`src/rtl/door_cell_randomizer.sv`:
```
// Keeps a legal, pre-computed grid cell on its outputs; after each Enter rise it
// searches LFSR candidates for a new cell, with a bounded fallback.
module door_cell_randomizer #(
  parameter int          COLS      = 10,
  parameter int          ROWS      = 7,
  parameter logic [15:0] SEED      = 16'hB5A3,
  parameter int          MAX_TRIES = 64
) (
  input  logic       clk,
  input  logic       resetN,
  input  logic       enter_is_presed,
  output logic [4:0] randum_num1,
  output logic [4:0] randum_num2,
  output logic       cell_valid,
  output logic       busy
);

  typedef enum logic [1:0] {FILL, REFILL, READY} state_t;

  localparam int          CW       = $clog2(MAX_TRIES + 1);
  // An all-zero seed would lock the LFSR, so it is swapped for a known-good one.
  localparam logic [15:0] SEED_EFF = (SEED == 16'h0000) ? 16'hACE1 : SEED;
  localparam logic [4:0]  FB1_C    = 5'(COLS - 1);
  localparam logic [4:0]  FB2_C    = 5'(COLS - 2);
  localparam logic [4:0]  FB_R     = 5'(ROWS - 1);

  state_t          state_q, state_d;
  logic [15:0]     lfsr_q, lfsr_d;
  logic [CW-1:0]   try_q, try_d;
  logic [4:0]      col_q, col_d, row_q, row_d;
  logic            enter_q;

  logic [4:0]      cand_col, cand_row, fb_col;
  logic            rise, in_range, pillar, start_cell, dup, legal, try_last;

  assign lfsr_d   = {lfsr_q[0] ^ lfsr_q[2] ^ lfsr_q[3] ^ lfsr_q[5], lfsr_q[15:1]};
  assign cand_col = lfsr_q[4:0];
  assign cand_row = lfsr_q[9:5];
  assign rise     = enter_is_presed & ~enter_q;

  assign in_range   = (32'(cand_col) < COLS) && (32'(cand_row) < ROWS);
  assign pillar     = cand_col[0] & cand_row[0];
  assign start_cell = (cand_col == 5'd0 && cand_row == 5'd0) ||
                      (cand_col == 5'd1 && cand_row == 5'd0) ||
                      (cand_col == 5'd0 && cand_row == 5'd1);
  assign dup        = (cand_col == col_q) && (cand_row == row_q);
  assign legal      = in_range && !pillar && !start_cell && !((state_q == REFILL) && dup);
  assign try_last   = (try_q == CW'(MAX_TRIES - 1));
  assign fb_col     = (FB1_C == col_q && FB_R == row_q) ? FB2_C : FB1_C;

  always_comb begin
    state_d = state_q;
    try_d   = try_q;
    col_d   = col_q;
    row_d   = row_q;
    case (state_q)
      FILL, REFILL: begin
        if (legal) begin
          col_d   = cand_col;
          row_d   = cand_row;
          try_d   = '0;
          state_d = READY;
        end else if (try_last) begin
          col_d   = fb_col;
          row_d   = FB_R;
          try_d   = '0;
          state_d = READY;
        end else begin
          try_d   = try_q + CW'(1);
        end
      end
      READY: begin
        if (rise) begin
          try_d   = '0;
          state_d = REFILL;
        end
      end
      default: state_d = FILL;
    endcase
  end

  always_ff @(posedge clk or negedge resetN) begin
    if (!resetN) begin
      state_q <= FILL;
      lfsr_q  <= SEED_EFF;
      try_q   <= '0;
      col_q   <= '0;
      row_q   <= '0;
      enter_q <= 1'b0;
    end else begin
      state_q <= state_d;
      lfsr_q  <= lfsr_d;
      try_q   <= try_d;
      col_q   <= col_d;
      row_q   <= row_d;
      enter_q <= enter_is_presed;
    end
  end

  // Status comes straight from the state register, so Enter never reaches an output combinationally.
  assign randum_num1 = col_q;
  assign randum_num2 = row_q;
  assign cell_valid  = (state_q == READY);
  assign busy        = (state_q != READY);

endmodule

```
`config.mk`:
```
export PLATFORM = sky130hd
export DESIGN_NAME = door_cell_randomizer
export DESIGN_NICKNAME = d
export VERILOG_FILES = /design/src/rtl/door_cell_randomizer.sv
export SDC_FILE = /design/constraint.sdc
export NUM_CORES = 1
export LEC_CHECK = 0
export CORE_MARGIN = 8
export CORE_UTILIZATION = 40
export DETAILED_ROUTE_END_ITERATION = 16
export SLEW_MARGIN = 20
export SYNTH_ARGS = -nofsm -noshare
export SYNTH_HDL_FRONTEND = slang
export SYNTH_SLANG_ARGS = --single-unit
```
`constraint.sdc`:
```
create_clock -name clk -period 3.45 [get_ports clk]
set_input_delay 0.69 -clock clk [delete_from_list [all_inputs] [get_ports clk]]
set_output_delay 0.69 -clock clk [all_outputs]
set_load 0.01 [all_outputs]
```
==> results of run 1 <==
report_power, final:
group          switching [W]  internal, W
combinational      0.0000830     0.000107
sequential         0.0000537     0.000476
clock               0.000147     0.000214
total               0.000284     0.000796
layout make-up:
cell class	count	area (sq um)	area share, %
inverter	4	15.0	0.839
timing repair buffer	15	148	8.25
tap	48	60.1	3.35
sequential	36	912	50.9
multi-input combinational	80	544	30.4
clock inverter	3	42.5	2.38
clock buffer	5	68.8	3.84
placed cells by master (no fill, tap or decap), drive strengths merged, types with 2 or more instances in the layout:
master / instances
a21o: 3
a21oi: 2
a22o: 3
a31oi: 3
a32o: 3
and2: 5
clkbuf: 5
clkdlybuf4s50: 14
dfrtp: 27
dfstp: 9
inv: 4
mux2i: 2
nand2: 9
nand2b: 3
nand3: 3
nor2: 6
nor2b: 3
nor3: 3
o211ai: 2
o21ai: 2
o22a: 3
or2: 2
xnor2: 7
xor2: 7
kinds of logic after synthesis:
family	count (synthesis)
buf+inv	6
fa+ha+maj	1
flops	36
xor+xnor	14
compound gates	24
simple gates	39
mux	2
worst max-delay path: cells and delay by family, from the launching register on:
family | cells | cell delay [ps]
buffers and inverters | 2 | 610
flip-flops | 1 | 470
AND/OR/NAND/NOR | 1 | 120
state kept, by name (all words and copies together) (netlist names):
| register | cells |
|---|---|
| randum_num2 | 5 |
| randum_num1 | 5 |
| try_q | 7 |
| lfsr_q | 16 |
| state_q | 2 |
| enter_q | 1 |
metal layers:
metal	wire, um	vias up
li1	-	463
met1	1260	480
met2	1330	17
met3	155	2
met4	17	0
met5	0	-
per-stage QoR:
step                      std cells  setup WS [ps]
final                           191           1270
after floorplan                 122           1660
after global routing            191           1150
after global placement          183           1360
after detailed placement        183           1320
after CTS                       191           1250
final timing paths:
path                       depth (start not counted)        from  slack [ps]              to
setup / recovery                                   3  state_q[1]        1270      cell_valid
hold / removal                                     0  lfsr_q[14]         350      lfsr_q[13]
setup reg to reg                                   6   lfsr_q[1]        1300      state_q[1]
hold reg to reg                                    0  lfsr_q[14]         350      lfsr_q[13]
max in group asynchronous                          2      resetN        2280      lfsr_q[15]
min in group asynchronous                          2      resetN         830  randum_num2[3]
==> impl_metrics.json, run 1 <==
{
  "diodes": 0,
  "muxShareOfSynthArea_pct": 1.35,
  "grt_setup_unrepaired": "false",
  "synthXorXnorAreaFrac_pct": 8.28,
  "post_cts_hold_buffer_count": 0,
  "floorplan_die_width_um": 76.8,
  "timing.critical_path.required_ps": 2760,
  "synth_fp_nets": 126,
  "clock_insertion_delay_at_the_later_pin_of_the_skew_report_ps": 290,
  "criticalPathCategory": "reg -> out",
  "global_route.usage.met1_pct": 12.4,
  "power_per_cell_area_mw_per_mm2": 603,
  "flow.area_growth_from_synthesis_pct": 21.0,
  "place_hpwl_mm": 1.97,
  "die-area_sq_mm": 0.00590,
  "grt_antenna_before_repair": 0,
  "worstPathCellList": "nand2b_1 > inv_1 > clkdlybuf4s50_1",
  "run_status": "finished clean",
  "finalHoldViolCount": 0,
  "cts.sink_count": 36,
  "postSynthRegisterBits": 36,
  "max_clock_freq_ghz": 0.458,
  "mappedNetlistArea_sq_mm": 0.00148,
  "hold_path.class": "reg -> reg",
  "cts_inserted_buffers": 5,
  "post_synthesis_simple_gate_area_fraction_pct": 13.9,
  "cts.clk_slew.worst_paths_ps": 70,
  "synth-compound-area-share_pct": 12.4,
  "synth_top_family_by_area": "simple AND/OR/NAND/NOR gates",
  "synth_seq_area_share_pct": 61.6,
  "worst_path_largest_cell_delay_ps": 530,
  "synth.top_cells.by_count": "27 x dfrtp_1, 9 x dfstp_2, 9 x nand2_1, 7 x xnor2_1, 7 x xor2_1",
  "synthMostInstantiatedCell": "dfrtp_1",
  "proportion_of_synthesized_flip_flops_having_asynchronous_set_or_reset_pct": 100,
  "final.fill_count": 317,
  "cell_chosen_for_the_clock_root": "clkbuf_8",
  "synthTopCellsByArea": "dfrtp_1 46%, dfstp_2 16%, xnor2_1 4.1%, xor2_1 4.1%, nand2_1 2.3%",
  "timing.max_slew.rel_slack_pct": 70.0,
  "cts_htree_levels": 2,
  "grt-ovfl-total": 0,
  "finalMaxSlewViolations": 0,
  "drv.max_cap_violation_count": 0,
  "critPathLaunchType": "flip-flop",
  "detail_route.wl_per_cell_um": 14.5,
  "ys_warn_count": 0,
  "hold_slack_ps": 347,
  "grtUsageMet2_pct": 14.9,
  "finalWirelength_mm": 2.77,
  "endpoints_failing_setup": 0,
  "period_share_pct": 63.3,
  "cp.arrival_ps": 1490,
  "cts.repair_timing.setup_buffer_count": 0,
  "critPathCaptureType": "output pin",
  "post-route-drc-count": 0,
  "grt_pass1_vias": 986,
  "peakVddDrop_mv": 0.288,
  "tritoncts": "built",
  "fraction_of_layout_instances_using_a_drive_strength_above_1_pct": 14.7,
  "postSynthAreaPerCell_sq_um": 12.1,
  "dpl_cell_area_sq_mm": 0.00168,
  "edff_count_synth": 0,
  "maximum_net_fanout_on_the_critical_path": 7,
  "use_met3_pct": 5.83,
  "floorplan.rows": 22,
  "critPathSlowestCell": "clkdlybuf4s50_1",
  "yosys.area.top_type_share_pct": 45.6,
  "grt_first_pass_wirelength_mm": 4.80,
  "place_congestion": 0.795,
  "chipHeight_um": 76.8,
  "post_cts.resized_instances": 0,
  "final_period_minus_worst_setup_slack_ps": 2180,
  "via_count": 962,
  "postLayoutCoreUtil_pct": 49.7,
  "totalNegativeSetupSlack_ps": 0,
  "routed_via_density": 5.04,
  "pin_count_of_the_biggest_net_entering_global_routing": 37,
  "track_usage_pct": 10.4,
  "initial_utilization_pct": 41.0,
  "first_pass_iters": 4,
  "yosys.cell_types.count": 34,
  "grt-busiest-layer": "met2",
  "placement.io_buffers": 14,
  "postSynthCellCount": 122,
  "synth-main-ff-cell": "dfrtp_1",
  "worst_pin_slew_ps": 450,
  "cellLeakagePower_nw": 0.831,
  "drt_iter0_drc": 70,
  "timing.clock.skew_ps": 4.42,
  "nNetsFinal": 146,
  "synthAdderAreaFrac_pct": 0.845,
  "synth_largest_area_cell": "dfrtp_1",
  "design.core.area_sq_mm": 0.00361,
  "ctsLongestPathBuffers": 2,
  "drtAntennaViolNets": 0,
  "number_of_primary_i_o_pins": 15,
  "power_w": 0.00108,
  "design_area_sq_mm": 0.00179
}
Power figures use the tool's default switching activity.
==> run 2: changes to the inputs <==
- clock period: 3.45 -> 1.9 ns (I/O delays scaled with it)
==> run 2 against run 1 <==
Compared with the run above:
- cell count up 4.2%
- largest cell class unchanged
- critical path depth up 4
- sequential power up 83%
- flip-flop and latch count unchanged
- via count up 6.0%
- hold slack better by 6.5 ps
- clock skew up 1.1 ps
- non-clock buffer count up 8
- critical path type is now reg -> reg
- setup slack worse by 1200 ps
==> impl_metrics.json, run 2 (synthesis results as in run 1) <==
{
  "timing.rr.start": "lfsr_q[5]",
  "finalMaxSlewViolations": 0,
  "floorplan.rows": 22,
  "ctsLongestPathBuffers": 2,
  "critical_path.top_delay_family": "flip-flops",
  "max_clock_freq_ghz": 0.537,
  "final.fill_count": 325,
  "worst_pin_slew_ps": 486,
  "timing.clock.skew_ps": 5.52,
  "power.switching_fraction_pct": 27.6,
  "drtAntennaViolNets": 0,
  "area_used_by_multi_input_combinational_logic_sq_um": 619,
  "timing.max_slew.rel_slack_pct": 67.5,
  "final_period_minus_worst_setup_slack_ps": 1860,
  "totalNegativeSetupSlack_ps": 0,
  "number_of_primary_i_o_pins": 15,
  "worst_path_largest_cell_delay_ps": 590,
  "hold_slack_ps": 353,
  "layout.cells.most_common_list": "26 x dfrtp_1, 13 x clkdlybuf4s50_1, 9 x nand2_1, 9 x dfstp_2",
  "r2r_slack_ps": 40,
  "worstHoldPathCells": 0,
  "period_share_pct": 98.1,
  "largest_register_ffs": 16,
  "layout_commonest_cell": "dfrtp_1",
  "design.core.area_sq_mm": 0.00361,
  "post-route-drc-count": 0,
  "track_usage_pct": 10.6,
  "endpoints_failing_setup": 0,
  "worstPathCellList": "xnor2_2 > nand3_1 > nor4_4 > a21o_4 > buf_6 > nor2_2 > a22o_1",
  "grt_pass1_vias": 1063,
  "seq_power_share_pct": 50.7,
  "routed_via_density": 5.13,
  "tritoncts": "built",
  "cts.clk_slew.worst_paths_ps": 70,
  "drt_iter0_drc": 31,
  "chipHeight_um": 76.8,
  "criticalPathCategory": "reg -> reg",
  "critPathLaunchType": "flip-flop",
  "floorplan_die_width_um": 76.8,
  "power_w": 0.00191,
  "cp.arrival_ps": 2030,
  "nNetsFinal": 154,
  "grt_first_pass_wirelength_mm": 5.15,
  "dpl_cell_area_sq_mm": 0.00171,
  "hold_path.class": "reg -> reg",
  "place_congestion": 0.787,
  "clock_insertion_delay_at_the_later_pin_of_the_skew_report_ps": 280,
  "first_pass_iters": 4,
  "cellLeakagePower_nw": 0.897,
  "grt-ovfl-total": 0,
  "cts.sink_count": 36,
  "power_per_cell_area_mw_per_mm2": 1000,
  "cell_chosen_for_the_clock_root": "clkbuf_8",
  "min_delay_worst_endpoint": "lfsr_q[13]",
  "diodes": 0,
  "power.net_switching_w": 0.000526,
  "largest_register_by_flop_count": "lfsr_q",
  "worst_r2r_path_depth": 7,
  "cts_htree_levels": 2,
  "drv.max_cap_violation_count": 0,
  "peakVddDrop_mv": 0.684,
  "finalWirelength_mm": 3.11,
  "design_area_sq_mm": 0.00191,
  "flow.area_growth_from_synthesis_pct": 29.0,
  "place_hpwl_mm": 2.08,
  "run_status": "finished clean",
  "critPathCaptureType": "flip-flop",
  "placement.io_buffers": 14,
  "regToRegEndpoint": "randum_num1[1]",
  "grt_antenna_before_repair": 0,
  "cts_inserted_buffers": 5,
  "post_cts_hold_buffer_count": 0,
  "via_count": 1020,
  "fraction_of_layout_instances_using_a_drive_strength_above_1_pct": 24.5,
  "final-seq-area_sq_um": 913,
  "die-area_sq_mm": 0.00590,
  "power_report.internal_total_w": 0.00138,
  "reg_top3": "lfsr_q x16, try_q x7",
  "critPathSlowestCell": "dfstp_2",
  "initial_utilization_pct": 41.0,
  "power_share_of_the_clock_group_pct": 28.3,
  "sum_of_buffers_and_inverters_on_the_critical_path": 1,
  "finalHoldViolCount": 0,
  "maximum_net_fanout_on_the_critical_path": 5,
  "share_comb_of_total_power_pct": 20.9,
  "timing.critical_path.required_ps": 2060,
  "detail_route.wl_per_cell_um": 15.6,
  "holdCritStartpoint": "lfsr_q[14]",
  "pin_count_of_the_biggest_net_entering_global_routing": 37
}
[run 2: cell count changes in the layout (fill, tap and decap cells not counted), sizes merged]
cell           change
buf                +8
dlymetal6s2s       +1
clkdlybuf4s50      -1
clkinvlp           -1
clkinv             -1
clkbuf             +3
bufinv             -1
[run 2: power by group through the flow]
stage / Clock [W] / Combinational (W) / Sequential, W
5_1_grt: 0.000590 / 0.000448 / 0.000985
4_1_cts: 0.000559 / 0.000359 / 0.000964
3_3_place_gp: 0 / 0.000343 / 0.000971
6_report: 0.000541 / 0.000399 / 0.000969
2_1_floorplan: 0 / 0.000235 / 0.000961
3_5_place_dp: 0 / 0.000352 / 0.000974
[run 2: per-layer routing]
| layer | up-vias | part of all wire (%) | global-route usage (%) |
|---|---|---|---|
| met4 | 0 | 0.90 | 3.85 |
| met2 | 14 | 51 | 17.6 |
| met1 | 517 | 45 | 12.5 |
| li1 | 485 | - | - |
| met3 | 4 | 3.9 | 3.61 |
| met5 | - | 0 | 0 |
[run 2: layout make-up]
class	instances	area share [%]
well taps	48	3.15
flip-flops and latches	36	47.8
inverters	4	0.786
repair buffers	23	11.1
multi-input cells	80	32.4
clock buffers	8	4.72
[run 2: worst max-delay path by stage]
stage | start | endpoint | slack (ps) | cells after the start
floorplan | lfsr_q[0] | randum_num1[0] | 110 | 7
global placement | lfsr_q[7] | randum_num1[2] | 3 | 6
detailed placement | lfsr_q[7] | randum_num1[1] | -40 | 6
CTS | state_q[0] | cell_valid | 10 | 3
global route | lfsr_q[5] | randum_num1[1] | -20 | 7
finish | lfsr_q[5] | randum_num1[1] | 40 | 7
[run 2: repair_timing]
| action | CTS | global route |
|---|---|---|
| endpoints found under the setup margin | 6 | 15 |
| pin swaps | 1 | 5 |
| setup buffers | 0 | 3 |
| gates resized for setup | 4 | 13 |
| gates cloned | 0 | 1 |
[run 2: worst reg2reg max path: stages, from the launching register on]
cell and delay, ps:
dfstp_2 590, xnor2_2 120, nand3_1 170, nor4_4 300
a21o_4 200, buf_6 130, nor2_2 50, a22o_1 190
[run 2: metrics by stage]
step | util, % | setup slack, ps | cells
2_1_floorplan | - | 114 | 122
3_3_place_gp | 47.4 | 2.79 | 187
3_5_place_dp | 47.4 | -36.8 | 187
4_1_cts | 50.5 | 11.0 | 195
5_1_grt | 52.9 | -16.7 | 199
6_report | 52.9 | 36.6 | 199
==> run 3: changes to the inputs <==
- clock period: 1.9 -> 1.5 ns (I/O delays scaled with it)
==> run 3 against run 2 <==
Compared with the run above:
- highest routed layer unchanged
- largest power group unchanged
- die area unchanged
- via count increased by 6.9%
- the flow now finishes with violations (negative setup slack)
- sequential power increased by 23%
- register-to-register slack got worse by 340 ps
- critical path type unchanged
- sequential share of layout area decreased by 4.4 points
- critical path depth decreased by 1
- design area increased by 10%
- fmax increased by 3.3%
- combinational power increased by 66%
- count of clock-buffer cells in the layout decreased by 3
- flip-flop and latch count unchanged
==> impl_metrics.json, run 3 (synthesis results as in run 1) <==
{
  "run_status": "finished with violations",
  "maximum_net_fanout_on_the_critical_path": 8,
  "placement.io_buffers": 14,
  "violated_checks": "negative setup slack",
  "post_cts_hold_buffer_count": 0,
  "place_congestion": 0.830,
  "cts_htree_levels": 2,
  "max_clock_freq_ghz": 0.554,
  "drtAntennaViolNets": 0,
  "critPathLaunchType": "flip-flop",
  "chipHeight_um": 76.8,
  "grt_antenna_before_repair": 0,
  "grt_first_pass_wirelength_mm": 5.49,
  "power_per_cell_area_mw_per_mm2": 1280,
  "grt-ovfl-total": 0,
  "grt_setup_unrepaired": "true",
  "fraction_of_layout_instances_using_a_drive_strength_above_1_pct": 37.9,
  "final_cell_count_no_fill": 222,
  "largest_register_by_flop_count": "lfsr_q",
  "placed_cells": 212,
  "finalHoldViolCount": 0,
  "worst_pin_slew_ps": 483,
  "endpoints_failing_setup": 19,
  "via_count": 1090,
  "post-route-drc-count": 0,
  "routed_via_density": 4.91,
  "peakVddDrop_mv": 0.634,
  "layout.cells.most_common_list": "31 x buf_4, 27 x dfrtp_1, 10 x dlygate4sd2_1",
  "cts.sink_count": 36,
  "cts.clk_slew.worst_paths_ps": 70,
  "critPathCaptureType": "flip-flop",
  "hold_path.class": "reg -> reg",
  "diodes": 0,
  "design.core.area_sq_mm": 0.00361,
  "layout_commonest_cell": "buf_4",
  "cell_chosen_for_the_clock_root": "clkbuf_8",
  "die-area_sq_mm": 0.00590,
  "period_share_pct": 120,
  "clock_insertion_delay_at_the_later_pin_of_the_skew_report_ps": 290,
  "drv.max_cap_violation_count": 0,
  "setup_ws_ps": -304,
  "floorplan_die_width_um": 76.8,
  "cp.arrival_ps": 1980,
  "drt_iter0_drc": 45,
  "first_pass_iters": 4,
  "grt_pass1_vias": 1150,
  "timing.critical_path.required_ps": 1670,
  "hold_slack_ps": 358,
  "nNetsFinal": 177,
  "cellLeakagePower_nw": 1.06,
  "finalMaxSlewViolations": 0,
  "initial_utilization_pct": 41.0,
  "place_hpwl_mm": 2.41,
  "cts_inserted_buffers": 5,
  "post-place-ws_ps": -323,
  "number_of_primary_i_o_pins": 15,
  "pin_count_of_the_biggest_net_entering_global_routing": 37,
  "timing.max_slew.rel_slack_pct": 67.7,
  "floorplan.rows": 22,
  "tritoncts": "built",
  "timing.clock.skew_ps": 3.73,
  "finalWirelength_mm": 3.30,
  "criticalPathCategory": "reg -> reg",
  "flow.area_growth_from_synthesis_pct": 41.9,
  "final_period_minus_worst_setup_slack_ps": 1800,
  "track_usage_pct": 11.6,
  "detail_route.wl_per_cell_um": 14.9,
  "ctsLongestPathBuffers": 2,
  "reg_top3": "lfsr_q x16, try_q x7",
  "largest_register_ffs": 16
}
## run 3: final timing paths
kind,from,endpoint,slack [ps],depth (start not counted)
min in group asynchronous,resetN,try_q[2],380,2
max in group asynchronous,resetN,lfsr_q[1],860,2
max reg2reg,lfsr_q[7],randum_num2[0],-300,6
min reg2reg,lfsr_q[11],lfsr_q[10],360,0
min,lfsr_q[11],lfsr_q[10],360,0
max,lfsr_q[7],randum_num2[0],-300,6
## run 3: layout make-up
cell class | count | area [sq um]
fill | 296 | 1510
timing repair buffer | 46 | 375
clock buffer | 5 | 68.8
multi-input combinational | 80 | 627
inverter | 4 | 15.0
clock inverter | 3 | 42.5
sequential | 36 | 912
tap | 48 | 60.1
## run 3: through the flow
stage | util [%] | power (W) | instance area [sq um] | TNS, ps
after floorplan | - | 0.00155 | 1510 | -2360
after global placement | 53.7 | 0.00186 | 1940 | -3990
after detailed placement | 53.7 | 0.00187 | 1940 | -4630
after CTS | 57.8 | 0.00272 | 2080 | -4290
after global routing | 58.3 | 0.00284 | 2100 | -6440
final | 58.3 | 0.00269 | 2100 | -4550
## run 3: report_power, final
group | switching, W | total [W] | leakage, nW | internal (W)
Combinational | 0.000274 | 0.000664 | 0.549 | 0.000391
Sequential | 0.0000913 | 0.00119 | 0.454 | 0.00109
Clock | 0.000352 | 0.000844 | 0.0541 | 0.000491
Total | 0.000717 | 0.00269 | 1.06 | 0.00198
## run 3: worst max-delay path: stages (launching register included)
cell and delay (ps):
dfstp_2 400, a21o_1 180, a2111oi_4 290, nand2_1 130, a21o_1 220, a21o_4 250
a22o_1 220
## run 3: repair_timing
action,CTS,global route
setup buffers,2,0
gates cloned,0,0
gates resized for setup,17,8
pin swaps,2,0
setup endpoints to repair,31,21
## run 3: routing by layer
metal / vias up / share of wire [%] / global-route usage [%]
li1: 526 / - / -
met1: 538 / 46 / 13.8
met2: 18 / 48 / 17.3
met3: 8 / 4.2 / 4.43
met4: 0 / 2.2 / 6.92
met5: - / 0 / 0
